[config.mk]
export PLATFORM = sky130hd
export DESIGN_NAME = reg_writeback_queue_flat
export DESIGN_NICKNAME = d
export VERILOG_FILES = /design/src/rtl/reg_writeback_queue_if.sv /design/src/rtl/reg_writeback_queue.sv /design/src/flat_wrapper.sv
export SDC_FILE = /design/constraint.sdc
export NUM_CORES = 1
export LEC_CHECK = 0
export BUFFER_PORTS_ARGS = -buffer_cell sky130_fd_sc_hd__buf_2
export CAP_MARGIN = 10
export CORE_ASPECT_RATIO = 0.9
export CORE_MARGIN = 3
export CORE_UTILIZATION = 40
export CTS_BUF_LIST = sky130_fd_sc_hd__clkbuf_8
export DETAILED_ROUTE_END_ITERATION = 8
export HOLD_SLACK_MARGIN = 0.06
export PLACE_DENSITY = 0.63
export SYNTH_ARGS = -nofsm -noshare
export SYNTH_HDL_FRONTEND = slang
export SYNTH_SLANG_ARGS = --single-unit
[constraint.sdc]
create_clock -name clock_in -period 4.2 [get_ports clock_in]
set_input_delay 0.63 -clock clock_in [delete_from_list [all_inputs] [get_ports clock_in]]
set_output_delay 0.63 -clock clock_in [all_outputs]
set_load 0.1 [all_outputs]
[src/rtl/reg_writeback_queue_if.sv]
// Write-back request, drain and forwarding signals of reg_writeback_queue.
// The CPU side is the master; the queue is the slave.
interface reg_writeback_queue_if #(
  parameter int DEPTH  = 4,
  parameter int DATA_W = 32
);
  localparam int CNT_W = $clog2(DEPTH) + 1;

  logic              aluValid;
  logic [4:0]        aluReg;
  logic [DATA_W-1:0] aluData;
  logic              memValid;
  logic [4:0]        memReg;
  logic [DATA_W-1:0] memData;
  logic              stall;
  logic [4:0]        lookupReg1;
  logic [4:0]        lookupReg2;
  logic              hit1;
  logic              hit2;
  logic [DATA_W-1:0] fwdData1;
  logic [DATA_W-1:0] fwdData2;
  logic [4:0]        writeReg;
  logic [DATA_W-1:0] writeData;
  logic              regWrite;
  logic              ready;
  logic [CNT_W-1:0]  count;
  logic              empty;
  logic              full;
  logic              overflow;

  modport master (
    output aluValid, aluReg, aluData, memValid, memReg, memData, stall,
           lookupReg1, lookupReg2,
    input  hit1, hit2, fwdData1, fwdData2, writeReg, writeData, regWrite,
           ready, count, empty, full, overflow
  );

  modport slave (
    input  aluValid, aluReg, aluData, memValid, memReg, memData, stall,
           lookupReg1, lookupReg2,
    output hit1, hit2, fwdData1, fwdData2, writeReg, writeData, regWrite,
           ready, count, empty, full, overflow
  );
endinterface

[src/rtl/reg_writeback_queue.sv]
// Register write-back FIFO: merges ALU and load results, drains one write per
// cycle into the register file and forwards in-flight values to decode.
module reg_writeback_queue #(
  parameter int DEPTH  = 4,
  parameter int DATA_W = 32
) (
  input  logic                  clock_in,
  input  logic                  reset,
  reg_writeback_queue_if.slave  bus
);
  localparam int PTR_W = $clog2(DEPTH);
  localparam int CNT_W = PTR_W + 1;

  logic [4:0]        r_reg_mem  [DEPTH];
  logic [DATA_W-1:0] r_data_mem [DEPTH];
  logic [PTR_W-1:0]  r_wr_ptr;
  logic [PTR_W-1:0]  r_rd_ptr;
  logic [CNT_W-1:0]  r_count;
  logic              r_overflow;
  logic              r_reg_write;
  logic [4:0]        r_write_reg;
  logic [DATA_W-1:0] r_write_data;

  logic              w_mem_req;
  logic              w_alu_req;
  logic              w_mem_push;
  logic              w_alu_push;
  logic              w_drop;
  logic              w_pop;
  logic [CNT_W-1:0]  w_free;
  logic [CNT_W-1:0]  w_push_cnt;
  logic [PTR_W-1:0]  w_alu_slot;

  assign w_mem_req  = bus.memValid && (bus.memReg != 5'd0);
  assign w_alu_req  = bus.aluValid && (bus.aluReg != 5'd0);
  // Free space is judged before this cycle's pop; mem claims a slot first.
  assign w_free     = CNT_W'(DEPTH) - r_count;
  assign w_mem_push = w_mem_req && (w_free != '0);
  assign w_alu_push = w_alu_req && ((w_free - CNT_W'(w_mem_push)) != '0);
  assign w_drop     = (w_mem_req && !w_mem_push) || (w_alu_req && !w_alu_push);
  assign w_pop      = (r_count != '0) && !bus.stall;
  assign w_push_cnt = CNT_W'(w_mem_push) + CNT_W'(w_alu_push);
  assign w_alu_slot = r_wr_ptr + PTR_W'(w_mem_push);

  always_ff @(posedge clock_in) begin
    if (w_mem_push) begin
      r_reg_mem[r_wr_ptr]  <= bus.memReg;
      r_data_mem[r_wr_ptr] <= bus.memData;
    end
    if (w_alu_push) begin
      r_reg_mem[w_alu_slot]  <= bus.aluReg;
      r_data_mem[w_alu_slot] <= bus.aluData;
    end
  end

  always_ff @(posedge clock_in or posedge reset) begin
    if (reset) begin
      r_wr_ptr     <= '0;
      r_rd_ptr     <= '0;
      r_count      <= '0;
      r_overflow   <= 1'b0;
      r_reg_write  <= 1'b0;
      r_write_reg  <= 5'd0;
      r_write_data <= '0;
    end else begin
      r_wr_ptr    <= r_wr_ptr + PTR_W'(w_push_cnt);
      r_rd_ptr    <= r_rd_ptr + PTR_W'(w_pop);
      r_count     <= r_count + w_push_cnt - CNT_W'(w_pop);
      r_reg_write <= w_pop;
      if (w_drop) begin
        r_overflow <= 1'b1;
      end
      if (w_pop) begin
        r_write_reg  <= r_reg_mem[r_rd_ptr];
        r_write_data <= r_data_mem[r_rd_ptr];
      end
    end
  end

  // Scan oldest to youngest so the last match (youngest) overrides.
  for (genvar gi = 0; gi < 2; gi++) begin : g_lookup
    logic [4:0]        w_query;
    logic              w_hit;
    logic [DATA_W-1:0] w_fwd;

    assign w_query = (gi == 0) ? bus.lookupReg1 : bus.lookupReg2;

    always_comb begin
      logic [PTR_W-1:0] idx;
      w_hit = 1'b0;
      w_fwd = '0;
      idx   = '0;
      if (r_reg_write && (r_write_reg == w_query)) begin
        w_hit = 1'b1;
        w_fwd = r_write_data;
      end
      for (int k = 0; k < DEPTH; k++) begin
        idx = r_rd_ptr + PTR_W'(k);
        if ((k < int'(r_count)) && (r_reg_mem[idx] == w_query)) begin
          w_hit = 1'b1;
          w_fwd = r_data_mem[idx];
        end
      end
      if (w_query == 5'd0) begin
        w_hit = 1'b0;
        w_fwd = '0;
      end
    end
  end

  assign bus.hit1      = g_lookup[0].w_hit;
  assign bus.fwdData1  = g_lookup[0].w_fwd;
  assign bus.hit2      = g_lookup[1].w_hit;
  assign bus.fwdData2  = g_lookup[1].w_fwd;
  assign bus.regWrite  = r_reg_write;
  assign bus.writeReg  = r_write_reg;
  assign bus.writeData = r_write_data;
  assign bus.count     = r_count;
  assign bus.empty     = (r_count == '0);
  assign bus.full      = (r_count == CNT_W'(DEPTH));
  assign bus.ready     = (r_count <= CNT_W'(DEPTH - 2));
  assign bus.overflow  = r_overflow;
endmodule

[src/flat_wrapper.sv]
// flat-port wrapper written by rule: the top's interface ports become plain ports
module reg_writeback_queue_flat 
#(
  parameter int DEPTH  = 4,
  parameter int DATA_W = 32
)
  (clock_in, reset, bus_aluValid, bus_aluReg, bus_aluData, bus_memValid, bus_memReg, bus_memData, bus_stall, bus_lookupReg1, bus_lookupReg2, bus_hit1, bus_hit2, bus_fwdData1, bus_fwdData2, bus_writeReg, bus_writeData, bus_regWrite, bus_ready, bus_count, bus_empty, bus_full, bus_overflow);
  reg_writeback_queue_if #(.DEPTH(DEPTH), .DATA_W(DATA_W)) bus_i ();
  input  logic clock_in;
  input  logic reset;
  input wire logic [$bits(bus_i.aluValid)-1:0] bus_aluValid;
  input wire logic [$bits(bus_i.aluReg)-1:0] bus_aluReg;
  input wire logic [$bits(bus_i.aluData)-1:0] bus_aluData;
  input wire logic [$bits(bus_i.memValid)-1:0] bus_memValid;
  input wire logic [$bits(bus_i.memReg)-1:0] bus_memReg;
  input wire logic [$bits(bus_i.memData)-1:0] bus_memData;
  input wire logic [$bits(bus_i.stall)-1:0] bus_stall;
  input wire logic [$bits(bus_i.lookupReg1)-1:0] bus_lookupReg1;
  input wire logic [$bits(bus_i.lookupReg2)-1:0] bus_lookupReg2;
  output wire logic [$bits(bus_i.hit1)-1:0] bus_hit1;
  output wire logic [$bits(bus_i.hit2)-1:0] bus_hit2;
  output wire logic [$bits(bus_i.fwdData1)-1:0] bus_fwdData1;
  output wire logic [$bits(bus_i.fwdData2)-1:0] bus_fwdData2;
  output wire logic [$bits(bus_i.writeReg)-1:0] bus_writeReg;
  output wire logic [$bits(bus_i.writeData)-1:0] bus_writeData;
  output wire logic [$bits(bus_i.regWrite)-1:0] bus_regWrite;
  output wire logic [$bits(bus_i.ready)-1:0] bus_ready;
  output wire logic [$bits(bus_i.count)-1:0] bus_count;
  output wire logic [$bits(bus_i.empty)-1:0] bus_empty;
  output wire logic [$bits(bus_i.full)-1:0] bus_full;
  output wire logic [$bits(bus_i.overflow)-1:0] bus_overflow;
  assign bus_i.aluValid = bus_aluValid;
  assign bus_i.aluReg = bus_aluReg;
  assign bus_i.aluData = bus_aluData;
  assign bus_i.memValid = bus_memValid;
  assign bus_i.memReg = bus_memReg;
  assign bus_i.memData = bus_memData;
  assign bus_i.stall = bus_stall;
  assign bus_i.lookupReg1 = bus_lookupReg1;
  assign bus_i.lookupReg2 = bus_lookupReg2;
  assign bus_hit1 = bus_i.hit1;
  assign bus_hit2 = bus_i.hit2;
  assign bus_fwdData1 = bus_i.fwdData1;
  assign bus_fwdData2 = bus_i.fwdData2;
  assign bus_writeReg = bus_i.writeReg;
  assign bus_writeData = bus_i.writeData;
  assign bus_regWrite = bus_i.regWrite;
  assign bus_ready = bus_i.ready;
  assign bus_count = bus_i.count;
  assign bus_empty = bus_i.empty;
  assign bus_full = bus_i.full;
  assign bus_overflow = bus_i.overflow;
  reg_writeback_queue #(.DEPTH(DEPTH), .DATA_W(DATA_W)) u_core (.clock_in(clock_in), .reset(reset), .bus(bus_i));
endmodule
Word-level counts from Yosys, hierarchy flattened. Memory sizes are Yosys's and may differ from the RTL's. Index checks and enable logic that the tools add are counted.

Logic and storage cells: 93. Memory bits (writable): 148. Input port bits: 89. Output and inout bits: 111. Memories kept: 2. Register bits after elaboration: 46.

Memory list: u_core.r_data_mem (depth 4, width 32, rd ports 4, clocked after Yosys merged registers in 0, write ports 2, RTL line reg_writeback_queue.sv:15) `logic [DATA_W-1:0] r_data_mem [DEPTH];`; u_core.r_reg_mem (depth 4, width 5, rd ports 4, clocked after Yosys merged registers in 0, write ports 2, RTL line reg_writeback_queue.sv:14) `logic [4:0] r_reg_mem [DEPTH];`.

Mux-type cells: 28. $lt $le $gt $ge: 5. Equal/unequal tests: 11. Add/sub/neg operators: 11. Reduce and logical (&&, ||, !) cells: 29.

Operators by type and width (count): two-way mux 32 bit (12); == test 5 bit (10); logical AND 1 bit (17); two-way mux 1 bit (16); logical NOT 5 bit (2); nonzero test 5 bit (2); nonzero test 3 bit (3); less-than comparator 1 x 3 -> 1 bit (first input constant) (2); less-than comparator 2 x 3 -> 1 bit (first input constant) (2); subtractor 3 x 1 -> 3 bit (2); adder 2 x 1 -> 2 bit (2); adder 2 bit (second input constant) (2); adder 3 bit (1); == test 3 bit (second input constant) (1); less-or-equal comparator 3 x 2 -> 1 bit (second input constant) (1); logical NOT 1 bit (3); logical NOT 3 bit (1); subtractor 3 bit (first input constant) (1); adder 1 x 1 -> 2 bit (1); adder 2 x 1 -> 2 bit (second input constant) (1); adder 2 bit (1); logical OR 1 bit (1).

Depth between registers and ports, before layout. Gate-level depths: netlist of run 1.

Depth after elaboration: 9. Mapped depth: 14. Mapped depth without buffers: 14.

Least setup slack after synthesis of run 1. OpenSTA, ideal clock, no wires.

Path kind: flip-flop to flip-flop. From: reg u_core.r_count[0] (netlist: u_core.bus.count[0]). To: mem u_core.r_data_mem[1][0] (enable). Period minus slack after synthesis: 5.692 ns. Setup time: 0.718 ns. Data required time: 3.482 ns. Cell stages (with the launch flop): 14. Arrival time: 4.974 ns. Path buffers: 2. Setup slack: -1.492 ns. Cells stage by stage: dfrtp_1 > inv_1 > ha_1 > ha_1 > nor2_1 > ha_1 > xnor2_1 > nor3b_1 > nor2_1 > and2_1 > nand2_1 > clkbuf_1 > buf_2 > o21ai_0.

RTL lines: start: declaration (RTL line reg_writeback_queue.sv:18) `logic [CNT_W-1:0] r_count;`; start signal: assignment (RTL line reg_writeback_queue.sv:68) `r_count <= r_count + w_push_cnt - CNT_W'(w_pop);`; end: declaration (RTL line reg_writeback_queue.sv:15).

Worst setup path in the final report of run 1.
From: reg u_core.r_rd_ptr[1]. To: out bus_fwdData1[18].

Word-level cells in the longest chain between the ends: 8. Elaborated cells on any way between the ends: 18. Classes of those cells: add/sub: 3; eq/ne: 4; mux: 5; reduce/logical: 4; memory: 2.

Ends and longest elaborated chain: start: declaration (RTL line reg_writeback_queue.sv:17) `logic [PTR_W-1:0] r_rd_ptr;`; start signal: assignment (RTL line reg_writeback_queue.sv:67) `r_rd_ptr <= r_rd_ptr + PTR_W'(w_pop);`; adder 2 x 1 -> 2 bit / memory (4 x 5 bit) (equally long branches); memory (4 x 5 bit) / == test 5 bit (equally long branches); == test 5 bit / logical AND 1 bit (equally long branches) (RTL line reg_writeback_queue.sv:99) `if ((k < int'(r_count)) && (r_reg_mem[idx] == w_query)) begin`; logical AND 1 bit / two-way mux 32 bit (equally long branches) (RTL line reg_writeback_queue.sv:99); two-way mux 32 bit (2 in series) (RTL line reg_writeback_queue.sv:99); two-way mux 32 bit (*) (RTL line reg_writeback_queue.sv:99); two-way mux 32 bit (*) (RTL line reg_writeback_queue.sv:104) `if (w_query == 5'd0) begin`; end: declaration (RTL line flat_wrapper.sv:22) `output wire logic [$bits(bus_i.fwdData1)-1:0] bus_fwdData1;`.

Mark *: on every way between the ends. The rest lies on a longest branch, timed or not.

==> results_dict.tcl, run 1 <==
set metrics [dict create \
    status "complete, no violations" \
    crit_path_start "u_core.r_rd_ptr[1]$_DFF_PP0_" \
    cts_sinks 194 \
    hold_viol 0 \
    cpMaxStageDelayCell "o21ai_0" \
    core_area_mm2 0.0377 \
    cts_tree "built" \
    final_common_cell "nand2_1" \
    cts_root_buf "clkbuf_8" \
    cp_max_fo 71 \
    worst_slack_ns 0.0340 \
    crit_top_cell "buf_12" \
    dr_total_vias 13500 \
    crit_path_start_kind "flop" \
    hold_path.class "input pin to async pin" \
    die_w_um 214 \
    n_fill_cell 3370 \
    final_nets 1840 \
    grt_max_degree 119 \
    layout.cells.non_filler 2244 \
    cp.arrival_ns 3.54 \
    die_area_mm2 0.0412 \
    totalWireLength_mm 55.3 \
    ys_async_sr_fraction 0.237 \
    rrSetupSlack_ns 0.77 \
    slowest_delay_ns 0.63 \
    worstRegToRegCells 14 \
    finalCritPeriodShare 0.992 \
    die_h_um 193 \
    clock_latency_ns 0.51 \
    path_buf_inv 4 \
    holdBufCountCts 0 \
    dr.pass1.iters 5 \
    reg2reg_to "u_core.bus.count[2]$_DFF_PP0_" \
    slew_headroom 0.463 \
    tightest_slew_ns 0.797 \
    fin_area_mm2 0.0194 \
    final-seq-area_mm2 0.00561 \
    antenna_found_initial 20 \
    layout-drive-gt1-share 0.375 \
    rsz0062_at_grt "true" \
    final_cell_mix "201 x nand2_1, 199 x mux2_2, 182 x mux2i_1" \
    rows 67 \
    worstPathCellList "buf_12 > buf_16 > mux2_2 > o21ai_0 > inv_1 > a221oi_2 > or3_4 > a21oi_4 > buf_12" \
    yosysWarnings 0 \
    hpwl_mm 38.8 \
    critPathKind "flop to output port" \
    antenna_left 0 \
    gr-usage-all-layers 0.254 \
    areaGrowthSynthToFinish_pct 24.9 \
    grt_pass1_vias 12300 \
    multiInputGateArea_mm2 0.00940 \
    period_needed_ns 4.17 \
    cts-buffers-inserted 17 \
    synth_seq_cells 194 \
    ys.flop_type "edfxtp_1" \
    cap_violations 0 \
    drc_errors 0 \
    initial_core_util 0.411 \
    grt_pass1_wl_mm 78.6 \
    syn_avg_cell_area_um2 9.97 \
    dpl_cell_area_mm2 0.0182 \
    io_pins 200 \
    setup_violations 0 \
    syn_inst 1556 \
    htreeDepth 4 \
    crit_path_end_kind "output port" \
    syn_nets 1658 \
    cp.required_ns 3.57 \
    wire_per_inst_um 24.6 \
    path_delay_family "compound AO/OA/AOI/OAI gates" \
    pre_cts_slack_ns 0.267 \
    placed_cells 2150 \
    port_buffers 199 \
    maxSlewViolCount 0 \
    synth.cell_area_mm2 0.0155 \
    synth-edff-count 148 \
    skew_ns 0.0162 \
    max_freq_mhz 240 \
    clkSlewWorstSetupHoldPaths_ns 0.12 \
    yosysUniqueCellTypes 59 \
    synth-seq-area-share 0.361 \
    drtIter0Drc 1508 \
    viasPerCell 6.01 \
    rr_startpoint "u_core.bus.count[0]$_DFF_PP0_" \
    cts.path.max_buffers 2 \
    place_congestion 0.908 \
    grt-ovfl-total 0 \
    final_util 0.514 \
]
## synthesized netlist by cell type, types with 33 or more instances
library cell | instances | area, um^2
nand2_1 | 202 | 758
mux2_2 | 199 | 2240
mux2i_1 | 186 | 1860
edfxtp_1 | 148 | 4440
a21oi_1 | 143 | 716
o21ai_0 | 80 | 400
nor2_1 | 68 | 255
clkbuf_1 | 67 | 251
dfrtp_1 | 46 | 1150
inv_1 | 39 | 146
xnor2_1 | 38 | 333
buf_2 | 33 | 165
## worst max-delay path by stage
stage | endpoint | slack, ns | cells after the start
after floorplan | bus_hit1 | -0.13 | 11
after global placement | u_core.bus.count[2]$_DFF_PP0_ | 0.35 | 14
after detailed placement | u_core.bus.count[2]$_DFF_PP0_ | 0.27 | 14
after CTS | bus_fwdData1[9] | 0.02 | 9
after global routing | bus_fwdData1[21] | -0.01 | 11
final | bus_fwdData1[18] | 0.03 | 9
## registers in the layout, indices dropped and copies added (netlist names)
signal                count
u_core.r_data_mem       128
u_core.bus.count          3
u_core.r_reg_mem         20
u_core.bus.writeData     32
u_core.bus.regWrite       1
u_core.r_rd_ptr           2
u_core.bus.overflow       1
u_core.r_wr_ptr           2
u_core.bus.writeReg       5
## worst register-to-register path: cells and delay by family (launching register included)
kind / cells / cell delay (ns)
flip-flops: 1 / 0.45
AND/OR/NAND/NOR: 3 / 0.75
buffers and inverters: 2 / 0.19
XOR/XNOR: 3 / 0.38
adder cells (fa/ha/maj): 6 / 1.59
## cell families after synthesis
group,share of synthesized area
adder cells (fa/ha/maj),0.0110
AND/OR/NAND/NOR,0.107
multiplexers,0.287
XOR/XNOR,0.0339
buffers and inverters,0.0559
AO/OA/AOI/OAI,0.144
flip-flops,0.361
## layer usage
| metal | GRT usage | wire [um] | vias up | part of all wire |
|---|---|---|---|---|
| met5 | 0 | 127 | - | 0.0023 |
| met2 | 0.332 | 21800 | 740 | 0.40 |
| met1 | 0.386 | 24800 | 6505 | 0.45 |
| met3 | 0.106 | 7410 | 89 | 0.13 |
| met4 | 0.0506 | 1080 | 20 | 0.020 |
| li1 | - | - | 6136 | - |
## layout make-up
type,count,share of cell area
antenna,10,0.00129
clock buffer,17,0.0121
clock inverter,15,0.0103
inverter,40,0.00788
multi-input combinational,1182,0.485
sequential,194,0.289
tap,483,0.0312
timing repair buffer,303,0.163
## stage by stage
step / TNS (ns) / hold WS [ns]
after floorplan: -0.130 / 0.488
after global placement: 0 / 0.474
after detailed placement: 0 / 0.469
after CTS: 0 / 0.0877
after global routing: -0.0254 / 0.0992
final: 0 / 0.102
## timing repair
action / 4_1_cts / 5_1_grt
setup endpoints to repair: 64 / 66
pin swaps: 5 / 15
gates cloned: 2 / 5
gates resized for setup: 19 / 52
setup buffers: 12 / 33
Power of run 1 is not shown: default switching activity piles up to over one toggle a cycle in this logic, so the estimate is an artifact.
==> inputs of run 2 (changes only) <==
CORE_ASPECT_RATIO = not set   (was 0.9)
==> results_dict.tcl, run 2 (same netlist as run 1, synthesis figures left out) <==
set metrics [dict create \
    cp_max_fo 62 \
    cp.arrival_ns 3.52 \
    gr-usage-all-layers 0.260 \
    maxSlewViolCount 0 \
    tightest_slew_ns 1.12 \
    finalCritPeriodShare 0.988 \
    status "complete, no violations" \
    crit_path_start_kind "flop" \
    layout-drive-gt1-share 0.386 \
    period_needed_ns 4.15 \
    port_buffers 199 \
    dr_total_vias 13800 \
    layout.cells.non_filler 2267 \
    critPathKind "flop to output port" \
    fin_area_mm2 0.0197 \
    die_area_mm2 0.0412 \
    largest-register "u_core.r_data_mem" \
    rows 71 \
    areaGrowthSynthToFinish_pct 26.8 \
    cp.required_ns 3.57 \
    htreeDepth 4 \
    grt_pass1_vias 12500 \
    cap_violations 0 \
    crit_path_start "u_core.r_rd_ptr[1]$_DFF_PP0_" \
    drc_errors 0 \
    io_pins 200 \
    rrSetupSlack_ns 0.75 \
    reg2reg_to "u_core.bus.count[2]$_DFF_PP0_" \
    largest_reg_flops 128 \
    dr.pass1.iters 6 \
    initial_core_util 0.409 \
    slew_headroom 0.248 \
    antenna_left 0 \
    hold_viol 0 \
    final_common_cell "nand2_1" \
    cts_sinks 194 \
    crit_end "bus_fwdData1[15]" \
    grt-ovfl-total 0 \
    worstRegToRegCells 14 \
    cts-buffers-inserted 17 \
    cts_tree "built" \
    placed_cells 2173 \
    die_w_um 203 \
    rr_startpoint "u_core.bus.count[0]$_DFF_PP0_" \
    max_freq_mhz 241 \
    final_cell_mix "201 x nand2_1, 198 x mux2_2, 179 x mux2i_1" \
    skew_ns 0.0262 \
    cts_root_buf "clkbuf_8" \
    grt_pass1_wl_mm 81.7 \
    rsz0062_at_grt "true" \
    hold_path.class "input pin to async pin" \
    grt_max_degree 116 \
    clkSlewWorstSetupHoldPaths_ns 0.13 \
    setup_violations 0 \
    place_congestion 0.900 \
    final_nets 1839 \
    totalWireLength_mm 57.8 \
    wire_per_inst_um 25.5 \
    antenna_found_initial 13 \
    cts.path.max_buffers 2 \
    clock_latency_ns 0.51 \
    viasPerCell 6.07 \
    hpwl_mm 39.0 \
    dpl_cell_area_mm2 0.0181 \
    core_area_mm2 0.0379 \
    drtIter0Drc 1596 \
    crit_path_end_kind "output port" \
    final_util 0.519 \
    die_h_um 203 \
]
[run 2: layout make-up]
type | instances | area, um^2
clock buffers | 17 | 234
flip-flops and latches | 194 | 5610
repair buffers | 299 | 3220
well taps | 511 | 639
inverters | 40 | 155
clock inverters | 15 | 178
diodes | 6 | 15.0
fillers | 3364 | 18300
multi-input cells | 1185 | 9630
[run 2: how the worst min path moves through the flow]
stage / from / endpoint / slack (ns) / cells past startpoint
4_1_cts: reset / u_core.bus.writeData[31]$_DFFE_PP0P_ / 0.21 / 2
6_report: reset / u_core.bus.writeData[31]$_DFFE_PP0P_ / 0.20 / 2
5_1_grt: reset / u_core.bus.writeData[31]$_DFFE_PP0P_ / 0.23 / 2
3_3_place_gp: u_core.bus.overflow$_DFFE_PP0P_ / u_core.bus.overflow$_DFFE_PP0P_ / 0.47 / 2
3_5_place_dp: u_core.bus.overflow$_DFFE_PP0P_ / u_core.bus.overflow$_DFFE_PP0P_ / 0.48 / 2
2_1_floorplan: u_core.r_rd_ptr[0]$_DFF_PP0_ / u_core.r_rd_ptr[0]$_DFF_PP0_ / 0.49 / 1
[run 2: stage by stage]
step	setup TNS [ns]	hold WS [ns]	setup WS, ns
finish	0	0.203	0.0499
global route	-0.446	0.226	-0.116
CTS	-0.0104	0.205	-0.0104
detailed placement	0	0.478	0.294
global placement	0	0.466	0.354
floorplan	-0.130	0.488	-0.130
[run 2: what timing repair did]
item	CTS	global route
gates resized for setup	17	115
pin swaps	5	43
setup endpoints to repair	65	66
buffers inserted	15	32
gates cloned	3	8
hold buffers	0	0
[run 2: routing by layer]
layer,part of all wire,global-route usage,vias up
met3,0.12,0.0864,130
met4,0.026,0.0574,18
li1,-,-,6128
met5,0.0023,0,-
met1,0.45,0.402,6648
met2,0.40,0.349,839
[run 2: critical path, cell delays in order, from the launching register on]
cell and delay (ns):
dfrtp_4 0.51, buf_12 0.19, buf_16 0.28, mux2_2 0.40
o21ai_0 0.56, inv_1 0.19, a221oi_4 0.31, o31ai_2 0.08
and3_1 0.19, buf_12 0.17
Power of run 2 is left out for the same reason.
==> inputs of run 3 (changes only) <==
CORE_ASPECT_RATIO = 2   (was not set)
CTS_BUF_LIST = not set   (was sky130_fd_sc_hd__clkbuf_8)
==> results_dict.tcl, run 3 (same netlist as run 1, synthesis figures left out) <==
set metrics [dict create \
    clkSlewWorstSetupHoldPaths_ns 0.08 \
    crit_top_cell "buf_12" \
    slowest_delay_ns 0.53 \
    drc_errors 0 \
    final_nets 1808 \
    cts-buffers-inserted 17 \
    wire_per_inst_um 24.2 \
    finalCritPeriodShare 0.993 \
    period_needed_ns 4.17 \
    rsz0062_at_grt "true" \
    layout-drive-gt1-share 0.362 \
    final_cell_mix "199 x mux2_2, 198 x nand2_1, 181 x mux2i_1" \
    worstPathCellList "buf_12 > buf_4 > mux4_2 > xnor2_1 > nand4_4 > nor2_8 > buf_12 > a221oi_2 > or3_1 > a21oi_2 > buf_12" \
    cap_violations 0 \
    final_common_cell "mux2_2" \
    path_buf_inv 4 \
    die_w_um 145 \
    clock_latency_ns 0.46 \
    rrSetupSlack_ns 0.79 \
    reg2reg_to "u_core.bus.count[2]$_DFF_PP0_" \
    antenna_found_initial 9 \
    grt_max_degree 125 \
    drtIter0Drc 939 \
    cts_root_buf "clkbuf_16" \
    worstRegToRegCells 14 \
    cts_tree "built" \
    antenna_left 0 \
    rows 101 \
    hpwl_mm 35.5 \
    hold_path.class "input pin to async pin" \
    crit_path_end_kind "output port" \
    cp_max_fo 20 \
    largest_reg_flops 128 \
    gr-usage-all-layers 0.251 \
    grt_pass1_vias 13700 \
    cts_sinks 194 \
    grt_pass1_wl_mm 79.9 \
    tightest_slew_ns 0.958 \
    cts.path.max_buffers 2 \
    final_util 0.500 \
    cp.required_ns 3.57 \
    maxSlewViolCount 0 \
    die_h_um 285 \
    use_met3 0.0488 \
    dr.pass1.iters 5 \
    dr_total_vias 13400 \
    viasPerCell 6.00 \
    path_delay_family "simple AND/OR/NAND/NOR gates" \
    status "complete, no violations" \
    grt-ovfl-total 0 \
    fin_worst_hold_slack_ns 0.391 \
    met2_usage 0.459 \
    cpMaxStageDelayCell "dfrtp_4" \
    hold_viol 0 \
    max_freq_mhz 240 \
    skew_ns 0.00738 \
    areaGrowthSynthToFinish_pct 23.0 \
    die_area_mm2 0.0413 \
    place_congestion 0.925 \
    io_pins 200 \
    critPathKind "flop to output port" \
    port_buffers 199 \
    core_area_mm2 0.0382 \
    setup_violations 0 \
    cp.arrival_ns 3.54 \
    holdBufCountCts 0 \
    rr_startpoint "u_core.bus.count[0]$_DFF_PP0_" \
    htreeDepth 4 \
    initial_core_util 0.407 \
    slew_headroom 0.361 \
    crit_path_start_kind "flop" \
    totalWireLength_mm 54.1 \
    largest-register "u_core.r_data_mem" \
    use_met1 0.253 \
    busiest_layer "met2" \
]
[run 3: cell count changes in the layout (fill, tap and decap cells not counted), sizes merged]
cell,previous run,this run
buf,292,266
bufinv,0,1
clkbuf,23,22
clkinv,7,8
clkinvlp,0,3
diode,6,5
inv,48,42
o21ba,4,1
[run 3: what timing repair did]
action | in CTS | in global routing
buffers inserted | 12 | 13
endpoints found under the setup margin | 55 | 57
gates resized for setup | 31 | 17
cloned | 1 | 2
pin swaps | 2 | 12
[run 3: through the flow]
step           setup WS (ns)  cell area, um^2  setup TNS, ns  std cells
2_1_floorplan         -0.130            15700         -0.130       1556
3_3_place_gp           0.288            18000              0       2174
3_5_place_dp           0.176            18000              0       2174
4_1_cts             -0.00212            18900       -0.00212       2219
5_1_grt              -0.0632            19100         -0.531       2239
6_report              0.0301            19100              0       2239
[run 3: worst max path at each step]
stage	cells past startpoint	slack, ns	start	endpoint
3_5_place_dp	9	0.18	u_core.r_rd_ptr[0]$_DFF_PP0_	bus_fwdData1[14]
2_1_floorplan	11	-0.13	u_core.r_rd_ptr[0]$_DFF_PP0_	bus_hit1
3_3_place_gp	9	0.29	u_core.r_rd_ptr[0]$_DFF_PP0_	bus_fwdData1[14]
4_1_cts	10	-0.002	u_core.r_rd_ptr[1]$_DFF_PP0_	bus_fwdData1[24]
6_report	11	0.03	u_core.r_rd_ptr[1]$_DFF_PP0_	bus_fwdData1[24]
5_1_grt	11	-0.06	u_core.r_rd_ptr[1]$_DFF_PP0_	bus_fwdData1[24]
[run 3: layout make-up]
| type | instances | area (um^2) |
|---|---|---|
| repair buffers | 271 | 2740 |
| clock inverters | 14 | 134 |
| multi-input cells | 1182 | 9360 |
| fillers | 3509 | 19100 |
| flip-flops and latches | 194 | 5610 |
| well taps | 515 | 644 |
| inverters | 40 | 158 |
| diodes | 5 | 12.5 |
| clock buffers | 18 | 429 |
[run 3: per-layer routing]
layer | vias to the layer above | wire, um
li1 | 6049 | -
met1 | 6578 | 18700
met2 | 599 | 28400
met3 | 201 | 3230
met4 | 8 | 3670
met5 | - | 48
Power of run 3 is left out for the same reason.
